## config.mk

```make
export PLATFORM = sky130hd
export DESIGN_NAME = traffic_lights_timed
export DESIGN_NICKNAME = d
export VERILOG_FILES = /design/src/rtl/traffic_pkg.sv /design/src/rtl/traffic_lights_timed_phase_timer.sv /design/src/rtl/traffic_lights_timed.sv
export SDC_FILE = /design/constraint.sdc
export NUM_CORES = 1
export LEC_CHECK = 0
export CAP_MARGIN = 40
export CORE_ASPECT_RATIO = 2
export CORE_MARGIN = 4
export CORE_UTILIZATION = 26
export DETAILED_ROUTE_END_ITERATION = 10
export GPL_TIMING_DRIVEN = 0
export SLEW_MARGIN = 20
export SYNTH_ARGS = -nofsm -noshare
export SYNTH_HDL_FRONTEND = slang
export SYNTH_SLANG_ARGS = --single-unit
```

## constraint.sdc

```tcl
create_clock -name clk -period 4.6 [get_ports clk]
set_input_delay 1.38 -clock clk [delete_from_list [all_inputs] [get_ports clk]]
set_output_delay 1.38 -clock clk [all_outputs]
set_load 0.02 [all_outputs]
```

## src/rtl/traffic_pkg.sv

```systemverilog
// Shared phase encoding, light-word constants and phase-to-lights decode
// for the timed traffic-light controller.
package traffic_pkg;

  typedef enum logic [1:0] {
    RED       = 2'd0,
    RED_AMBER = 2'd1,
    GREEN     = 2'd2,
    AMBER     = 2'd3
  } phase_t;

  localparam logic [2:0] LIGHTS_RED   = 3'b100;
  localparam logic [2:0] LIGHTS_RA    = 3'b110;
  localparam logic [2:0] LIGHTS_GREEN = 3'b001;
  localparam logic [2:0] LIGHTS_AMBER = 3'b010;

  function automatic logic [2:0] phase_lights(input phase_t p);
    logic [2:0] l;
    case (p)
      RED:       l = LIGHTS_RED;
      RED_AMBER: l = LIGHTS_RA;
      GREEN:     l = LIGHTS_GREEN;
      AMBER:     l = LIGHTS_AMBER;
      default:   l = LIGHTS_RED;
    endcase
    return l;
  endfunction

endpackage

```

## src/rtl/traffic_lights_timed_phase_timer.sv

```systemverilog
// Per-phase dwell counter: counts enabled cycles, flags the final dwell cycle,
// and restarts from zero when the phase is left.
module phase_timer #(
  parameter int unsigned CNT_W = 8
) (
  input  logic             clk,
  input  logic             rst,
  input  logic             enable,
  input  logic             clear,
  input  logic [CNT_W:0]   limit,
  output logic [CNT_W-1:0] cnt,
  output logic             done
);

  always_ff @(posedge clk) begin
    if (rst) begin
      cnt <= '0;
    end else if (enable) begin
      if (clear) cnt <= '0;
      else       cnt <= cnt + CNT_W'(1);
    end
  end

  // limit is one bit wider than cnt so a dwell of exactly 2^CNT_W is reachable
  assign done = enable && ({1'b0, cnt} == (limit - (CNT_W + 1)'(1)));

endmodule

```

## src/rtl/traffic_lights_timed.sv

```systemverilog
// Timed UK-sequence traffic-light controller (RED, RED_AMBER, GREEN, AMBER).
// Define TRAFFIC_PED_REQ_EN to build in the pedestrian request / green cut.
module traffic_lights_timed
  import traffic_pkg::*;
#(
  parameter int unsigned RED_CYCLES   = 8,
  parameter int unsigned RA_CYCLES    = 2,
  parameter int unsigned GREEN_CYCLES = 8,
  parameter int unsigned AMBER_CYCLES = 3,
  parameter int unsigned GREEN_MIN    = 4,
  parameter int unsigned CNT_W        = 8
) (
  input  logic       clk,
  input  logic       rst,
  input  logic       enable,
  input  logic       req,
  output logic [2:0] lights,
  output logic [1:0] phase,
  output logic       ped_wait
);

  localparam int unsigned LIM_W = CNT_W + 1;

  phase_t           state;
  phase_t           next_state;
  logic [CNT_W:0]   limit;
  logic [CNT_W-1:0] cnt;
  logic             done;
  logic             cut;
  logic             exit_phase;

  phase_timer #(.CNT_W(CNT_W)) u_timer (
    .clk    (clk),
    .rst    (rst),
    .enable (enable),
    .clear  (exit_phase),
    .limit  (limit),
    .cnt    (cnt),
    .done   (done)
  );

  // Dwell selection, early green exit and next-phase decode
  always_comb begin
    limit      = LIM_W'(RED_CYCLES);
    next_state = state;
    cut        = 1'b0;
    case (state)
      RED:       limit = LIM_W'(RED_CYCLES);
      RED_AMBER: limit = LIM_W'(RA_CYCLES);
      GREEN:     limit = LIM_W'(GREEN_CYCLES);
      AMBER:     limit = LIM_W'(AMBER_CYCLES);
      default:   limit = LIM_W'(RED_CYCLES);
    endcase
`ifdef TRAFFIC_PED_REQ_EN
    cut = (state == GREEN) && enable && ped_wait &&
          ({1'b0, cnt} >= LIM_W'(GREEN_MIN - 1));
`endif
    exit_phase = done || cut;
    if (exit_phase) begin
      case (state)
        RED:       next_state = RED_AMBER;
        RED_AMBER: next_state = GREEN;
        GREEN:     next_state = AMBER;
        AMBER:     next_state = RED;
        default:   next_state = RED;
      endcase
    end
  end

  // Outputs decode from the next state so they track the phase register exactly
  always_ff @(posedge clk) begin
    if (rst) begin
      state  <= RED;
      lights <= LIGHTS_RED;
      phase  <= 2'd0;
    end else begin
      state  <= next_state;
      lights <= phase_lights(next_state);
      phase  <= next_state;
    end
  end

`ifdef TRAFFIC_PED_REQ_EN
  // Request latch runs regardless of enable; a new request beats the clear
  always_ff @(posedge clk) begin
    if (rst)                                  ped_wait <= 1'b0;
    else if (req)                             ped_wait <= 1'b1;
    else if ((state == GREEN) && exit_phase)  ped_wait <= 1'b0;
  end
`else
  logic unused_cfg;
  assign unused_cfg = ^{req, cnt, LIM_W'(GREEN_MIN)};
  assign ped_wait   = 1'b0;
`endif

endmodule

```

==> results of run 1 <==
[cells by family after synthesis]
| kind of cell | after synthesis |
|---|---|
| other | 1 |
| AOI/OAI and AO/OA | 5 |
| xor gates and xnor gates | 10 |
| and+or+nand+nor | 32 |
| adders and majority gates | 7 |
| muxes | 2 |
| buffers and inverters | 7 |
| DFF | 12 |
[path summary, 6_finish.rpt]
kind         slack, ns  cells after the start           start        endpoint
min               0.54                      2  u_timer.cnt[7]  u_timer.cnt[7]
min reg2reg       0.54                      2  u_timer.cnt[7]  u_timer.cnt[7]
max               1.75                      2        state[0]        phase[0]
max reg2reg       2.21                      8        state[0]       lights[2]
[through the flow]
stage	power [mW]	util	instances	hold slack (ns)
2_1_floorplan	0.1192	-	76	0.5053
3_3_place_gp	0.1225	0.3130	110	0.5214
3_5_place_dp	0.1229	0.3130	110	0.5255
4_1_cts	0.2193	0.3291	113	0.5366
5_1_grt	0.2255	0.3291	113	0.5807
6_report	0.2156	0.3291	113	0.5374
[worst max-delay path, stage by stage, from the launching register on]
cell and delay [ns]:
sky130_fd_sc_hd__dfxtp_1 0.49, sky130_fd_sc_hd__buf_4 0.16, sky130_fd_sc_hd__clkdlybuf4s50_1 0.59
[placed cells by master, fill, tap and decap left out]
| master | synthesis | layout |
|---|---|---|
| sky130_fd_sc_hd__dfxtp_1 | 12 | 12 |
| sky130_fd_sc_hd__nor3_1 | 8 | 8 |
| sky130_fd_sc_hd__xnor2_1 | 7 | 7 |
| sky130_fd_sc_hd__ha_1 | 7 | 7 |
| sky130_fd_sc_hd__nor2_1 | 6 | 6 |
| sky130_fd_sc_hd__clkdlybuf4s50_1 | 0 | 6 |
| sky130_fd_sc_hd__nand2b_1 | 4 | 4 |
| sky130_fd_sc_hd__nand2_1 | 4 | 4 |
| sky130_fd_sc_hd__nand3_1 | 3 | 3 |
| sky130_fd_sc_hd__xor2_1 | 3 | 3 |
| sky130_fd_sc_hd__clkbuf_8 | 0 | 3 |
| sky130_fd_sc_hd__inv_1 | 2 | 2 |
| sky130_fd_sc_hd__clkbuf_1 | 2 | 2 |
| sky130_fd_sc_hd__nand4_1 | 2 | 2 |
| sky130_fd_sc_hd__or3b_2 | 2 | 2 |
| sky130_fd_sc_hd__buf_4 | 2 | 2 |
| sky130_fd_sc_hd__or4_4 | 1 | 1 |
| sky130_fd_sc_hd__nor4_4 | 1 | 1 |
| sky130_fd_sc_hd__and2_4 | 1 | 1 |
| sky130_fd_sc_hd__buf_8 | 1 | 1 |
| sky130_fd_sc_hd__a21oi_1 | 1 | 1 |
| sky130_fd_sc_hd__a211oi_1 | 1 | 1 |
| sky130_fd_sc_hd__o31ai_1 | 1 | 1 |
| sky130_fd_sc_hd__mux2_1 | 1 | 1 |
| sky130_fd_sc_hd__mux2i_1 | 1 | 1 |
| sky130_fd_sc_hd__o22ai_1 | 1 | 1 |
| sky130_fd_sc_hd__o41ai_1 | 1 | 1 |
| sky130_fd_sc_hd__conb_1 | 1 | 1 |
[cell type report]
type	instances	area [sq um]
clock buffer	3	41.29
inverter	2	7.507
multi-input combinational	57	424.2
sequential	12	240.2
timing repair buffer	6	60.06
buffer	5	37.54
tap	28	35.03
fill	265	1724
[power by group]
part	switching (mW)	internal (mW)	total, mW	leakage (nW)
clock	0.0372	0.0576	0.0948	0.0216
sequential	0.00289	0.106	0.109	0.0971
combinational	0.00669	0.00550	0.0122	0.172
[sequential cells by signal, summed over array words and instances, names as in the netlist]
register and count:
u_timer.cnt 8, state 2, lights 2
[per-layer routing]
metal / GRT usage / vias to the layer above
met3: 0.02193 / 4
met1: 0.08026 / 250
met5: 0 / -
met4: 0.06158 / 0
li1: - / 278
met2: 0.1634 / 10
==> flow_metrics.env, run 1 <==
export IMPL_outcome="complete, no violations"
export IMPL_dr_wl_met3_microns=52
export IMPL_dp_hpwl_mm=1.139
export IMPL_fin_nets=98
export IMPL_synth_simple_gate_area_share=0.2663
export IMPL_synth_top_family_by_area="simple AND/OR/NAND/NOR gates"
export IMPL_rsz_0062_raised_after_global_routing="no"
export IMPL_timing_max_transition_violations_final=0
export IMPL_synthFlopType="sky130_fd_sc_hd__dfxtp_1"
export IMPL_synthToLayoutAreaGrowth_pct=19.22
export IMPL_fmaxAchievable_mhz=350.3
export IMPL_routedWlPerCell_microns=12.71
export IMPL_detail_route_wirelength_mm=1.436
export IMPL_post_synth_top_area_fraction=0.3386
export IMPL_cellLeakagePower_nw=0.2907
export IMPL_hold_violations=0
export IMPL_synth_area_mux_share=0.02998
export IMPL_worst_ir_drop_vdd_uv=109.0
export IMPL_synthesized_area_fraction_occupied_by_ao_oa_aoi_and_oai_cells=0.04938
export IMPL_clk_latency_ns=0.24
export IMPL_maxCapViolCount=0
export IMPL_yosysUniqueCellTypes=26
export IMPL_dieWidth_microns=44.94
export IMPL_synth_edf_count=0
export IMPL_yosys_register_bits=12
export IMPL_clk_pin_slew_worst_setup_hold_paths_ns=0.05
export IMPL_detailedPlace_worstSlack_ns=1.806
export IMPL_final_setup_worst_slack_ns=1.745
export IMPL_post_cts_resize_count=0
export IMPL_dieArea_sq_um=3679
export IMPL_cts_hold_buf=0
export IMPL_netlist_top_cells_count="sky130_fd_sc_hd__dfxtp_1, sky130_fd_sc_hd__nor3_1, sky130_fd_sc_hd__ha_1, sky130_fd_sc_hd__xnor2_1, sky130_fd_sc_hd__nor2_1"
export IMPL_final_period_utilization=0.6206
export IMPL_drive_above_1_share=0.1294
export IMPL_design_portCount=10
export IMPL_grt_pass1_wl_mm=2.387
export IMPL_final_setup_skew_ns=0.004541
export IMPL_worstSetupEndpointType="output pin"
export IMPL_yosysSeqAreaShare=0.3386
export IMPL_highest_signal_layer="met4"
export IMPL_arrival_ns=1.47
export IMPL_crit_required_ns=3.22
export IMPL_postSynthAreaPerCell_sq_um=9.335
export IMPL_yosys_cell_count_top_type="sky130_fd_sc_hd__dfxtp_1"
export IMPL_asyncSetResetFlopFracSynth=0
export IMPL_timing_setup_critical_path_class="register to output pin"
export IMPL_cts_root_buffer="sky130_fd_sc_hd__clkbuf_8"
export IMPL_fin_setup_tns_ns=0
export IMPL_antenna_found_initial=0
export IMPL_period_needed_ns=2.855
export IMPL_placedInstanceArea_sq_um=804.5
export IMPL_finalSetupViolCount=0
export IMPL_yosys_warnings=0
export IMPL_total_number_of_vias=542
export IMPL_deepest_clock_path_buffer_count=2
export IMPL_std_cell_rows=26
export IMPL_critPathLaunchType="register"
export IMPL_post_synth_inst_count=76
export IMPL_cts_htree_levels=1
export IMPL_drt_drc_violations_left=0
export IMPL_chipHeight_microns=81.87
export IMPL_numClockSinks=12
export IMPL_grt_start_max_net_pins=11
export IMPL_tritoncts_clock_tree="yes"
export IMPL_power_density_nw_per_um2=254.8
export IMPL_yosys_top_cells_area="sky130_fd_sc_hd__dfxtp_1, sky130_fd_sc_hd__ha_1, sky130_fd_sc_hd__xnor2_1"
export IMPL_grt_remaining_overflow=0
export IMPL_post_drt_via_cell_ratio=4.796
export IMPL_final_weighted_congestion_in_routability_driven_placement=0.7365
export IMPL_grt_pass1_vias=566
export IMPL_synth_top_cell_by_area="sky130_fd_sc_hd__dfxtp_1"
export IMPL_ant_nets=0
export IMPL_post_cts_setup_driven_buffer_insertion_count=0
export IMPL_drt_pre_antenna_iters=4
export IMPL_hold_path_class="register to register"
export IMPL_gr_usage_all_layers=0.08919
export IMPL_cts_buffers=3
export IMPL_synth_xor_area_share=0.1235
export IMPL_syn_num_nets=87
export IMPL_initialDrtViolationCount=7
export IMPL_share_of_synthesized_cell_area_in_full_adder_half_adder_and_majority_cells=0.1235
export IMPL_detail_route_wirelength_met1_microns=511
export IMPL_antenna_cells=0
export IMPL_mappedNetlistArea_sq_um=709.4
export IMPL_post_route_cell_area_sq_um=845.8
export IMPL_start_util=0.2760
export IMPL_buffer_ports_inserted=6
export IMPL_core_region_area_sq_um=2570
export IMPL_cp_max_fo=8
export IMPL_routed_wl_met2_microns=827
(Power assumes the default switching activity.)
==> inputs of run 2 (changes only) <==
==> constraint.sdc (replaced) <==
create_clock -name clk -period 2.7 [get_ports clk]
set_input_delay 0.81 -clock clk [delete_from_list [all_inputs] [get_ports clk]]
set_output_delay 0.81 -clock clk [all_outputs]
set_load 0.02 [all_outputs]
==> results of run 2 <==
Same layout as run 1 (identical final DEF). Status: complete, no violations.
Main changes from that run: setup slack after placement 1.806 ns -> 0.3026 ns; setup slack after layout 1.745 ns -> 0.3144 ns; end point of the critical path phase[0] -> lights[2]; register-to-register setup slack 2.21 ns -> 0.31 ns; total power 0.2156 mW -> 0.3672 mW; worst IR drop on VDD 109.0 uV -> 185.8 uV
==> inputs of run 3 (changes only) <==
--- a/config.mk
+++ b/config.mk
@@ -11,6 +11,7 @@
 export CORE_UTILIZATION = 26
 export DETAILED_ROUTE_END_ITERATION = 10
 export GPL_TIMING_DRIVEN = 0
+export MAX_ROUTING_LAYER = met4
 export SLEW_MARGIN = 20
 export SYNTH_ARGS = -nofsm -noshare
 export SYNTH_HDL_FRONTEND = slang
==> run 3 against run 2 <==
Utilization is the same. Cell area unchanged. Critical path depth did not move. Via count unchanged. Combinational power is essentially flat. Sequential share of layout area stayed put. Maximum frequency is essentially flat.
==> flow_metrics.env, run 3 (synthesis results as in run 1) <==
export IMPL_outcome="complete, no violations"
export IMPL_fmaxAchievable_mhz=419.2
export IMPL_grt_remaining_overflow=0
export IMPL_detail_route_wirelength_met1_microns=511
export IMPL_initialDrtViolationCount=4
export IMPL_deepest_clock_path_buffer_count=2
export IMPL_dieArea_sq_um=3679
export IMPL_drive_above_1_share=0.1294
export IMPL_cp_max_fo=8
export IMPL_worst_ir_drop_vdd_uv=185.8
export IMPL_hold_path_class="register to register"
export IMPL_cellLeakagePower_nw=0.2907
export IMPL_final_setup_skew_ns=0.004538
export IMPL_top_register="u_timer.cnt"
export IMPL_timing_max_transition_violations_final=0
export IMPL_ant_nets=0
export IMPL_antenna_found_initial=0
export IMPL_dr_wl_met3_microns=52
export IMPL_dp_hpwl_mm=1.139
export IMPL_chipHeight_microns=81.87
export IMPL_total_number_of_vias=542
export IMPL_worstSetupEndpointType="register"
export IMPL_numClockSinks=12
export IMPL_fin_nets=98
export IMPL_hold_violations=0
export IMPL_detail_route_wirelength_mm=1.436
export IMPL_cts_buffers=3
export IMPL_rsz_0062_raised_after_global_routing="no"
export IMPL_timing_setup_critical_path_class="register to register"
export IMPL_clk_latency_ns=0.24
export IMPL_highest_signal_layer="met4"
export IMPL_layout_commonest_cell="sky130_fd_sc_hd__dfxtp_1"
export IMPL_grt_start_max_net_pins=11
export IMPL_critPathLaunchType="register"
export IMPL_buffer_ports_inserted=6
export IMPL_post_cts_resize_count=0
export IMPL_antenna_cells=0
export IMPL_routed_wl_met2_microns=827
export IMPL_design_portCount=10
export IMPL_tritoncts_clock_tree="yes"
export IMPL_top_regs="u_timer.cnt: 8 flops, lights: 2 flops, state: 2 flops"
export IMPL_arrival_ns=2.51
export IMPL_cts_hold_buf=0
export IMPL_cts_root_buffer="sky130_fd_sc_hd__clkbuf_8"
export IMPL_grt_pass1_vias=566
export IMPL_power_density_nw_per_um2=434.2
export IMPL_grt_pass1_wl_mm=2.394
export IMPL_power_spent_charging_and_discharging_nets_mw=0.07971
export IMPL_cts_htree_levels=1
export IMPL_power_report_internal_total_mw=0.2875
export IMPL_std_cell_rows=26
export IMPL_power_frac_clock=0.440
export IMPL_total_power_of_the_final_layout_mw=0.3672
export IMPL_post_drt_via_cell_ratio=4.796
export IMPL_gr_usage_all_layers=0.09155
export IMPL_largest_reg_flops=8
export IMPL_rrSetupSlack_ns=0.31
export IMPL_power_frac_comb=0.057
export IMPL_fin_setup_tns_ns=0
export IMPL_clk_pin_slew_worst_setup_hold_paths_ns=0.05
export IMPL_start_util=0.2760
export IMPL_routedWlPerCell_microns=12.71
export IMPL_final_weighted_congestion_in_routability_driven_placement=0.7456
export IMPL_period_needed_ns=2.386
export IMPL_final_period_utilization=0.8836
export IMPL_synthToLayoutAreaGrowth_pct=19.22
export IMPL_switching_share=0.2171
export IMPL_final_fill_count=265
export IMPL_drt_pre_antenna_iters=4
export IMPL_dieWidth_microns=44.94
export IMPL_final_cell_mix="sky130_fd_sc_hd__dfxtp_1, sky130_fd_sc_hd__nor3_1, sky130_fd_sc_hd__xnor2_1, sky130_fd_sc_hd__ha_1"
export IMPL_maxCapViolCount=0
export IMPL_p_seq_frac=0.504
export IMPL_post_cts_setup_driven_buffer_insertion_count=0
export IMPL_crit_required_ns=2.83
export IMPL_finalSetupViolCount=0
export IMPL_core_region_area_sq_um=2570
export IMPL_drt_drc_violations_left=0
## run 3: cell counts in the layout (fill, tap and decap cells not counted)
No cell type changed its count.
## run 3: final timing paths
kind / start / to / depth (start not counted)
worst max-delay path: state[0] / lights[2] / 8
worst min-delay path: u_timer.cnt[7] / u_timer.cnt[7] / 2
worst max register to register: state[0] / lights[2] / 8
worst min register to register: u_timer.cnt[7] / u_timer.cnt[7] / 2
## run 3: power by group through the flow
stage / Combinational (mW) / Clock, mW / Sequential [mW]
after CTS: 0.0209 / 0.168 / 0.185
after detailed placement: 0.0208 / 0 / 0.189
after global routing: 0.0233 / 0.176 / 0.185
after global placement: 0.0204 / 0 / 0.188
final: 0.0208 / 0.162 / 0.185
after floorplan: 0.0163 / 0 / 0.187
## run 3: metal layers
layer,track usage,up-vias
met5,-,-
met4,0.06158,0
met3,0.02193,4
met2,0.1634,10
met1,0.08026,250
li1,-,278
## run 3: final cells by class
| type | count | area [sq um] | share of cell area |
|---|---|---|---|
| clock buffer | 3 | 41.29 | 0.04882 |
| multi-input combinational | 57 | 424.2 | 0.5015 |
| buffer | 5 | 37.54 | 0.04438 |
| timing repair buffer | 6 | 60.06 | 0.07101 |
| inverter | 2 | 7.507 | 0.008876 |
| sequential | 12 | 240.2 | 0.2840 |
| tap | 28 | 35.03 | 0.04142 |
## run 3: through the flow
step	hold slack, ns	std cells	worst slack [ns]	util	instance area [sq um]
after floorplan	0.5053	76	0.3726	-	709.4
after global placement	0.5214	110	0.3415	0.3130	804.5
after detailed placement	0.5255	110	0.3026	0.3130	804.5
after CTS	0.5366	113	0.2945	0.3291	845.8
after global routing	0.5807	113	0.1695	0.3291	845.8
final	0.5374	113	0.3144	0.3291	845.8
## run 3: critical path: stages (launching register included)
cell and delay [ns]:
sky130_fd_sc_hd__dfxtp_1 0.39, sky130_fd_sc_hd__inv_1 0.14, sky130_fd_sc_hd__ha_1 0.21, sky130_fd_sc_hd__nor2_1 0.06, sky130_fd_sc_hd__ha_1 0.20, sky130_fd_sc_hd__or4_4 0.43, sky130_fd_sc_hd__nor4_4 0.32, sky130_fd_sc_hd__and2_4 0.22
sky130_fd_sc_hd__mux2_1 0.31
